[src/rtl/neuron_pkg.sv]
// Shared types and constants for the sequential fixed-point neuron.
// Includes the saturating 64->32 bit clamp used by the MAC step.
package neuron_pkg;

    localparam int          DATA_W        = 32;
    localparam int          FRAC_BITS_DEF = 16;
    localparam logic [2:0]  BIAS_ADDR     = 3'd4;

    typedef logic signed [DATA_W-1:0] data_t;

    typedef enum logic [1:0] {
        ST_IDLE,
        ST_ACCUM,
        ST_DONE
    } state_t;

    localparam logic signed [63:0] SAT_MAX = 64'sh0000_0000_7FFF_FFFF;
    localparam logic signed [63:0] SAT_MIN = 64'shFFFF_FFFF_8000_0000;

    function automatic data_t sat32(input logic signed [63:0] x);
        if (x > SAT_MAX)
            return data_t'(SAT_MAX[31:0]);
        else if (x < SAT_MIN)
            return data_t'(SAT_MIN[31:0]);
        else
            return data_t'(x[31:0]);
    endfunction

endpackage

[src/rtl/neuron_sat_mul_add.sv]
// Combinational step: o_sum = sat32(i_acc + sat32((i_data * i_weight) >>> FRAC_BITS)).
module neuron_sat_mul_add
    import neuron_pkg::*;
#(
    parameter int FRAC_BITS = FRAC_BITS_DEF
) (
    input  data_t i_acc,
    input  data_t i_data,
    input  data_t i_weight,
    output data_t o_sum
);

    logic signed [63:0] w_prod;
    logic signed [63:0] w_shift;
    data_t              w_term;
    logic signed [63:0] w_sum;

    // Full 64-bit product cannot overflow for two 32-bit signed operands.
    assign w_prod  = 64'(i_data) * 64'(i_weight);
    assign w_shift = w_prod >>> FRAC_BITS;
    assign w_term  = sat32(w_shift);
    assign w_sum   = 64'(i_acc) + 64'(w_term);
    assign o_sum   = sat32(w_sum);

endmodule

[src/rtl/neuron_mac_seq.sv]
// Four-input neuron evaluated over four cycles through an external source selector.
// Define NEURON_RELU_EN for a ReLU activation; otherwise the activation is identity.
module neuron_mac_seq
    import neuron_pkg::*;
#(
    parameter int FRAC_BITS = FRAC_BITS_DEF
) (
    input  logic                     clk,
    input  logic                     rst,
    input  logic                     start,
    output logic [1:0]               sel,
    input  logic signed [DATA_W-1:0] data_in,
    input  logic                     wr_en,
    input  logic [2:0]               wr_addr,
    input  logic signed [DATA_W-1:0] wr_data,
    output logic                     busy,
    output logic                     out_valid,
    input  logic                     out_ready,
    output logic signed [DATA_W-1:0] result
);

    state_t     r_state;
    state_t     w_next;
    data_t      r_acc;
    logic [1:0] r_idx;
    data_t      r_w [0:3];
    data_t      r_bias;
    data_t      w_sum;

    neuron_sat_mul_add #(
        .FRAC_BITS (FRAC_BITS)
    ) u_mac (
        .i_acc    (r_acc),
        .i_data   (data_in),
        .i_weight (r_w[r_idx]),
        .o_sum    (w_sum)
    );

    // NOTE: sequential state uses non-blocking assignments so every register samples pre-edge values.
    always_ff @(posedge clk) begin
        if (rst) begin
            r_state <= ST_IDLE;
            r_acc   <= '0;
            r_idx   <= '0;
        end else begin
            r_state <= w_next;
            case (r_state)
                ST_IDLE: begin
                    if (start) begin
                        r_acc <= r_bias;
                        r_idx <= '0;
                    end
                end
                ST_ACCUM: begin
                    r_acc <= w_sum;
                    r_idx <= r_idx + 2'd1;
                end
                default: ;
            endcase
        end
    end

    // NOTE: the weight file is a handful of flops that must read back as zero after reset, so it is reset explicitly.
    always_ff @(posedge clk) begin
        if (rst) begin
            r_w    <= '{default: '0};
            r_bias <= '0;
        end else if (wr_en) begin
            if (wr_addr == BIAS_ADDR)
                r_bias <= wr_data;
            else if (wr_addr < BIAS_ADDR)
                r_w[wr_addr[1:0]] <= wr_data;
        end
    end

    // NOTE: every output of this block gets a default first so no latch is inferred.
    always_comb begin
        w_next    = r_state;
        sel       = 2'd0;
        busy      = 1'b0;
        out_valid = 1'b0;
        case (r_state)
            ST_IDLE: begin
                if (start)
                    w_next = ST_ACCUM;
            end
            ST_ACCUM: begin
                sel  = r_idx;
                busy = 1'b1;
                if (r_idx == 2'd3)
                    w_next = ST_DONE;
            end
            ST_DONE: begin
                busy      = 1'b1;
                out_valid = 1'b1;
                if (out_ready)
                    w_next = ST_IDLE;
            end
            default: w_next = ST_IDLE;
        endcase
    end

`ifdef NEURON_RELU_EN
    assign result = (r_acc < 0) ? '0 : r_acc;
`else
    assign result = r_acc;
`endif

endmodule

[config.mk]
export PLATFORM = sky130hd
export DESIGN_NAME = neuron_mac_seq
export DESIGN_NICKNAME = d
export VERILOG_FILES = /design/src/rtl/neuron_pkg.sv /design/src/rtl/neuron_sat_mul_add.sv /design/src/rtl/neuron_mac_seq.sv
export SDC_FILE = /design/constraint.sdc
export NUM_CORES = 2
export LEC_CHECK = 0
export ABC_AREA = 0
export ABC_CLOCK_PERIOD_IN_PS = 12800
export CORE_ASPECT_RATIO = 1.5
export CORE_MARGIN = 3
export CORE_UTILIZATION = 55
export CTS_CLUSTER_DIAMETER = 150
export DETAILED_ROUTE_END_ITERATION = 10
export MAX_ROUTING_LAYER = met4
export PLACE_DENSITY = 0.81
export SETUP_SLACK_MARGIN = 0.4
export SYNTH_ARGS = -nofsm -noshare
export SYNTH_HDL_FRONTEND = slang
export SYNTH_SLANG_ARGS = --single-unit
[constraint.sdc]
create_clock -name clk -period 12.8 [get_ports clk]
set_input_delay 1.92 -clock clk [delete_from_list [all_inputs] [get_ports clk]]
set_output_delay 1.92 -clock clk [all_outputs]
set_load 0.01 [all_outputs]
==> key figures <==
Synthesis
  – Synthesized-area fraction occupied by and/or/nand/nor cells: 17.30%
  – Post-synth EDFFs: 0
  – Largest area contributor in the netlist: fa_1
  – Post-synthesis adder-cell area fraction: 52.86%
  – Ys flop type: dfxtp_1
  – Area fraction in compound gates after synthesis: 7.603%
  – Mux contribution to synthesized area: 1.645%
  – Top area cells in the synthesized netlist: fa_1 47%, dfxtp_1 8.5%, inv_1 7.8%
  – Combinational family with the most area after synthesis: adder cells
  – Share of the synthesized area in the top cell type: 46.92%
  – Mapped cell area: 0.04616 mm²
  – Average size of a mapped cell: 8.965 µm²
  – Yosys reg bits: 196
  – Distinct cells, synth: 75
  – Post-synth net total: 6521
  – Syn Inst Count: 5149
  – Synthesis warning total: 0
  – Synth Area in XOR/XNOR: 1.689%
  – Register area share after synthesis: 8.500%
  – Asr flop ratio synth: 0%

Route
  – DR WL/cell: 22.57 µm
  – WL final: 153200 µm
  – Iteration count of the initial detailed-routing pass: 6
  – Antenna-violating nets left: 0
  – Vias: 39580
  – Residual DRC: 0
  – Post-DR vias/cell: 5.829
  – Iter 0 DRT Violations: 3301

Global routing
  – First-pass GRT wire length: 229800 µm
  – Total GRT Usage: 34.81%
  – Gr ovfl total: 0
  – Initial antenna violation count: 11
  – Largest net degree at the start of global routing: 123
  – Vias in the first global route: 43310

Floorplanning
  – Die ar.: 0.08751 mm²
  – Row Count: 129
  – Initial core utilization: 55.75%
  – IO Pins: 108
  – Die height: 360.8 µm
  – Die Wd: 242.5 µm
  – Core Area: 0.08280 mm²

Pwr
  – Leak: 26.68 nW
  – Max VDD drop: 0.0002159 V
  – PD cells: 116.2 mW/mm²

STA
  – Minimum clock period: 12560 ps
  – Slew margin rel.: 19.08%
  – Worst Tran Pin Value: 1214 ps
  – Setup violations, final: 0
  – Clock Skews: 19.18 ps
  – Hold Vio Cnt, Final: 0
  – Period utilization: 98.14%
  – Max-slew violations: 0
  – RSZ-0062 raised after global routing: true
  – TNS Setup: 0 ps
  – Achievable clock frequency: 79.61 MHz

Setup path
  – Max stage delay on crit path: 600 ps
  – Crit path kind: in2reg
  – Crit path DAT: 12920 ps
  – Required @ worst endpoint: 13150 ps
  – CP endpoint kind: flip-flop
  – Worst setup SP type: primary input
  – Worst-path maximum fanout: 7
  – Slowest CP cell: fa_2

Place
  – Dpl cells: 6587
  – Gp weighted congestion: 0.9851
  – Dpl hpwl: 110000 µm
  – Port Buffer Count: 107

Clock tree
  – Clock buffer count from CTS: 17
  – Clk slew on worst S/H paths: 80 ps
  – CTS max path bufs: 2
  – H-tree depth: 4
  – Worst skew pair latency: 450 ps
  – Clk sink count: 196
  – CTS tree: done
  – Clock root cell: clkbuf_16

Min path
  – Min-delay worst type: reg2reg

Flow run
  – Number of max-cap violations: 0

Cells and area
  – Core Util, Final: 67.99%
  – Fin nets: 7026
  – Cell Count, Final, Fillers Out: 6790
  – Area Growth Syn to Fin: 21.96%
  – Share of cells above drive strength 1: 20.03%

Status
  – Status: finished clean
[report_power, final]
part           switching [mW]  internal, mW
Clock                   0.276         0.265
Sequential             0.0843         0.653
Combinational            2.76          2.50
[per-stage QoR]
| step | area (µm²) | total power [mW] | setup slack, ps | hold slack, ps |
|---|---|---|---|---|
| global placement | 52230 | 4.961 | -570.7 | 437.7 |
| global route | 56290 | 6.917 | -142.9 | 471.8 |
| detailed placement | 52230 | 5.002 | -752.9 | 444.9 |
| finish | 56300 | 6.539 | 238.1 | 454.7 |
| CTS | 55160 | 6.086 | 381.7 | 456.4 |
| floorplan | 46320 | 3.125 | 264.9 | 432.1 |
[timing repair]
action / 4_1_cts / 5_1_grt
pin swaps: 188 / 207
gates resized for setup: 319 / 207
endpoints found under the setup margin: 32 / 32
cloned: 22 / 6
hold buffers: 0 / 0
buffers inserted: 90 / 43
[final timing paths]
path / start / to / slack (ps) / cells after the start
worst max-delay path: data_in[31] / result[25] / 240 / 48
worst min-delay path: r_w[14] / r_w[14] / 450 / 2
worst max register to register: r_idx[1] / result[25] / 270 / 45
worst min register to register: r_w[14] / r_w[14] / 450 / 2
[registers in the layout (all words and copies together) (netlist names)]
signal,count
r_bias,32
r_idx,2
r_w,128
result,32
r_state,2
[routing by layer]
metal | GRT usage (%) | vias to the layer above | share of wire, %
met2 | 59.86 | 2285 | 50
met3 | 5.158 | 1047 | 8.4
met5 | - | - | 0
met4 | 25.44 | 0 | 10
met1 | 36.41 | 19770 | 31
li1 | - | 16480 | -
[synthesized netlist by cell type, types with 3 or more instances]
| cell type | count |
|---|---|
| o32ai_1 | 4 |
| nor3_1 | 24 |
| and2_1 | 513 |
| nand2_1 | 906 |
| mux4_2 | 31 |
| o21a_1 | 10 |
| xor2_1 | 29 |
| o31ai_1 | 7 |
| o21ai_0 | 70 |
| o21bai_1 | 19 |
| nand2b_1 | 18 |
| mux2i_1 | 5 |
| or2_2 | 12 |
| or3_1 | 7 |
| nand4_1 | 25 |
| buf_1 | 9 |
| o21ai_2 | 30 |
| nor2_1 | 102 |
| nor2b_1 | 15 |
| a211oi_1 | 14 |
| and3_1 | 15 |
| buf_6 | 4 |
| a21oi_1 | 297 |
| a311oi_1 | 3 |
| nor4_1 | 9 |
| a31oi_1 | 14 |
| ha_1 | 218 |
| dfxtp_1 | 196 |
| fa_1 | 1082 |
| buf_4 | 3 |
| a221oi_1 | 7 |
| xnor2_1 | 60 |
| a21o_1 | 52 |
| a22oi_1 | 5 |
| nand3_1 | 24 |
| clkbuf_1 | 291 |
| o21ai_1 | 4 |
| o211ai_1 | 11 |
| inv_1 | 960 |
[cell usage in the layout, fill, tap and decap left out, types with 11 or more instances in the layout]
cell / Yosys / layout
a21o_1: 52 / 52
a21oi_1: 297 / 262
a21oi_2: 2 / 31
and2_1: 513 / 493
and2_4: 1 / 21
and3_1: 15 / 11
buf_12: 0 / 70
buf_4: 3 / 564
buf_6: 4 / 30
bufbuf_16: 0 / 13
clkbuf_16: 0 / 22
clkdlybuf4s50_1: 0 / 74
dfxtp_1: 196 / 194
fa_1: 1082 / 1001
fa_2: 0 / 81
ha_1: 218 / 179
ha_4: 0 / 37
inv_1: 960 / 938
inv_2: 0 / 19
mux4_2: 31 / 31
nand2_1: 906 / 891
nand2_2: 0 / 11
nand2b_1: 18 / 17
nand3_1: 24 / 19
nand4_1: 25 / 25
nor2_1: 102 / 89
nor2b_1: 15 / 14
nor3_1: 24 / 18
o211ai_1: 11 / 11
o21ai_0: 70 / 45
o21ai_1: 4 / 16
o21ai_2: 30 / 39
o21bai_1: 19 / 18
or2_2: 12 / 11
xnor2_1: 60 / 57
xor2_1: 29 / 29
[logic make-up after synthesis]
group                      after synthesis
and+or+nand+nor                       1683
adders and majority gates             1301
buffers and inverters                 1268
AOI/OAI and AO/OA                      575
DFF                                    196
xor gates and xnor gates                89
muxes                                   37
[worst max-delay path: cells and delay by family]
kind | cells | cell delay (ps)
AO/OA/AOI/OAI | 15 | 2850
XOR/XNOR | 2 | 240
adder cells (fa/ha/maj) | 10 | 4750
buffers and inverters | 14 | 1580
AND/OR/NAND/NOR | 7 | 1550
[final cells by class]
| cell class | instances | area, µm² |
|---|---|---|
| timing repair buffer | 793 | 7701 |
| clock buffer | 17 | 425.4 |
| fill | 5709 | 26510 |
| sequential | 196 | 3929 |
| clock inverter | 15 | 177.7 |
| tap | 1113 | 1393 |
| multi-input combinational | 3686 | 39030 |
| antenna | 10 | 25.02 |
| inverter | 960 | 3612 |
No activity file was read; power rests on OpenSTA's default activity.
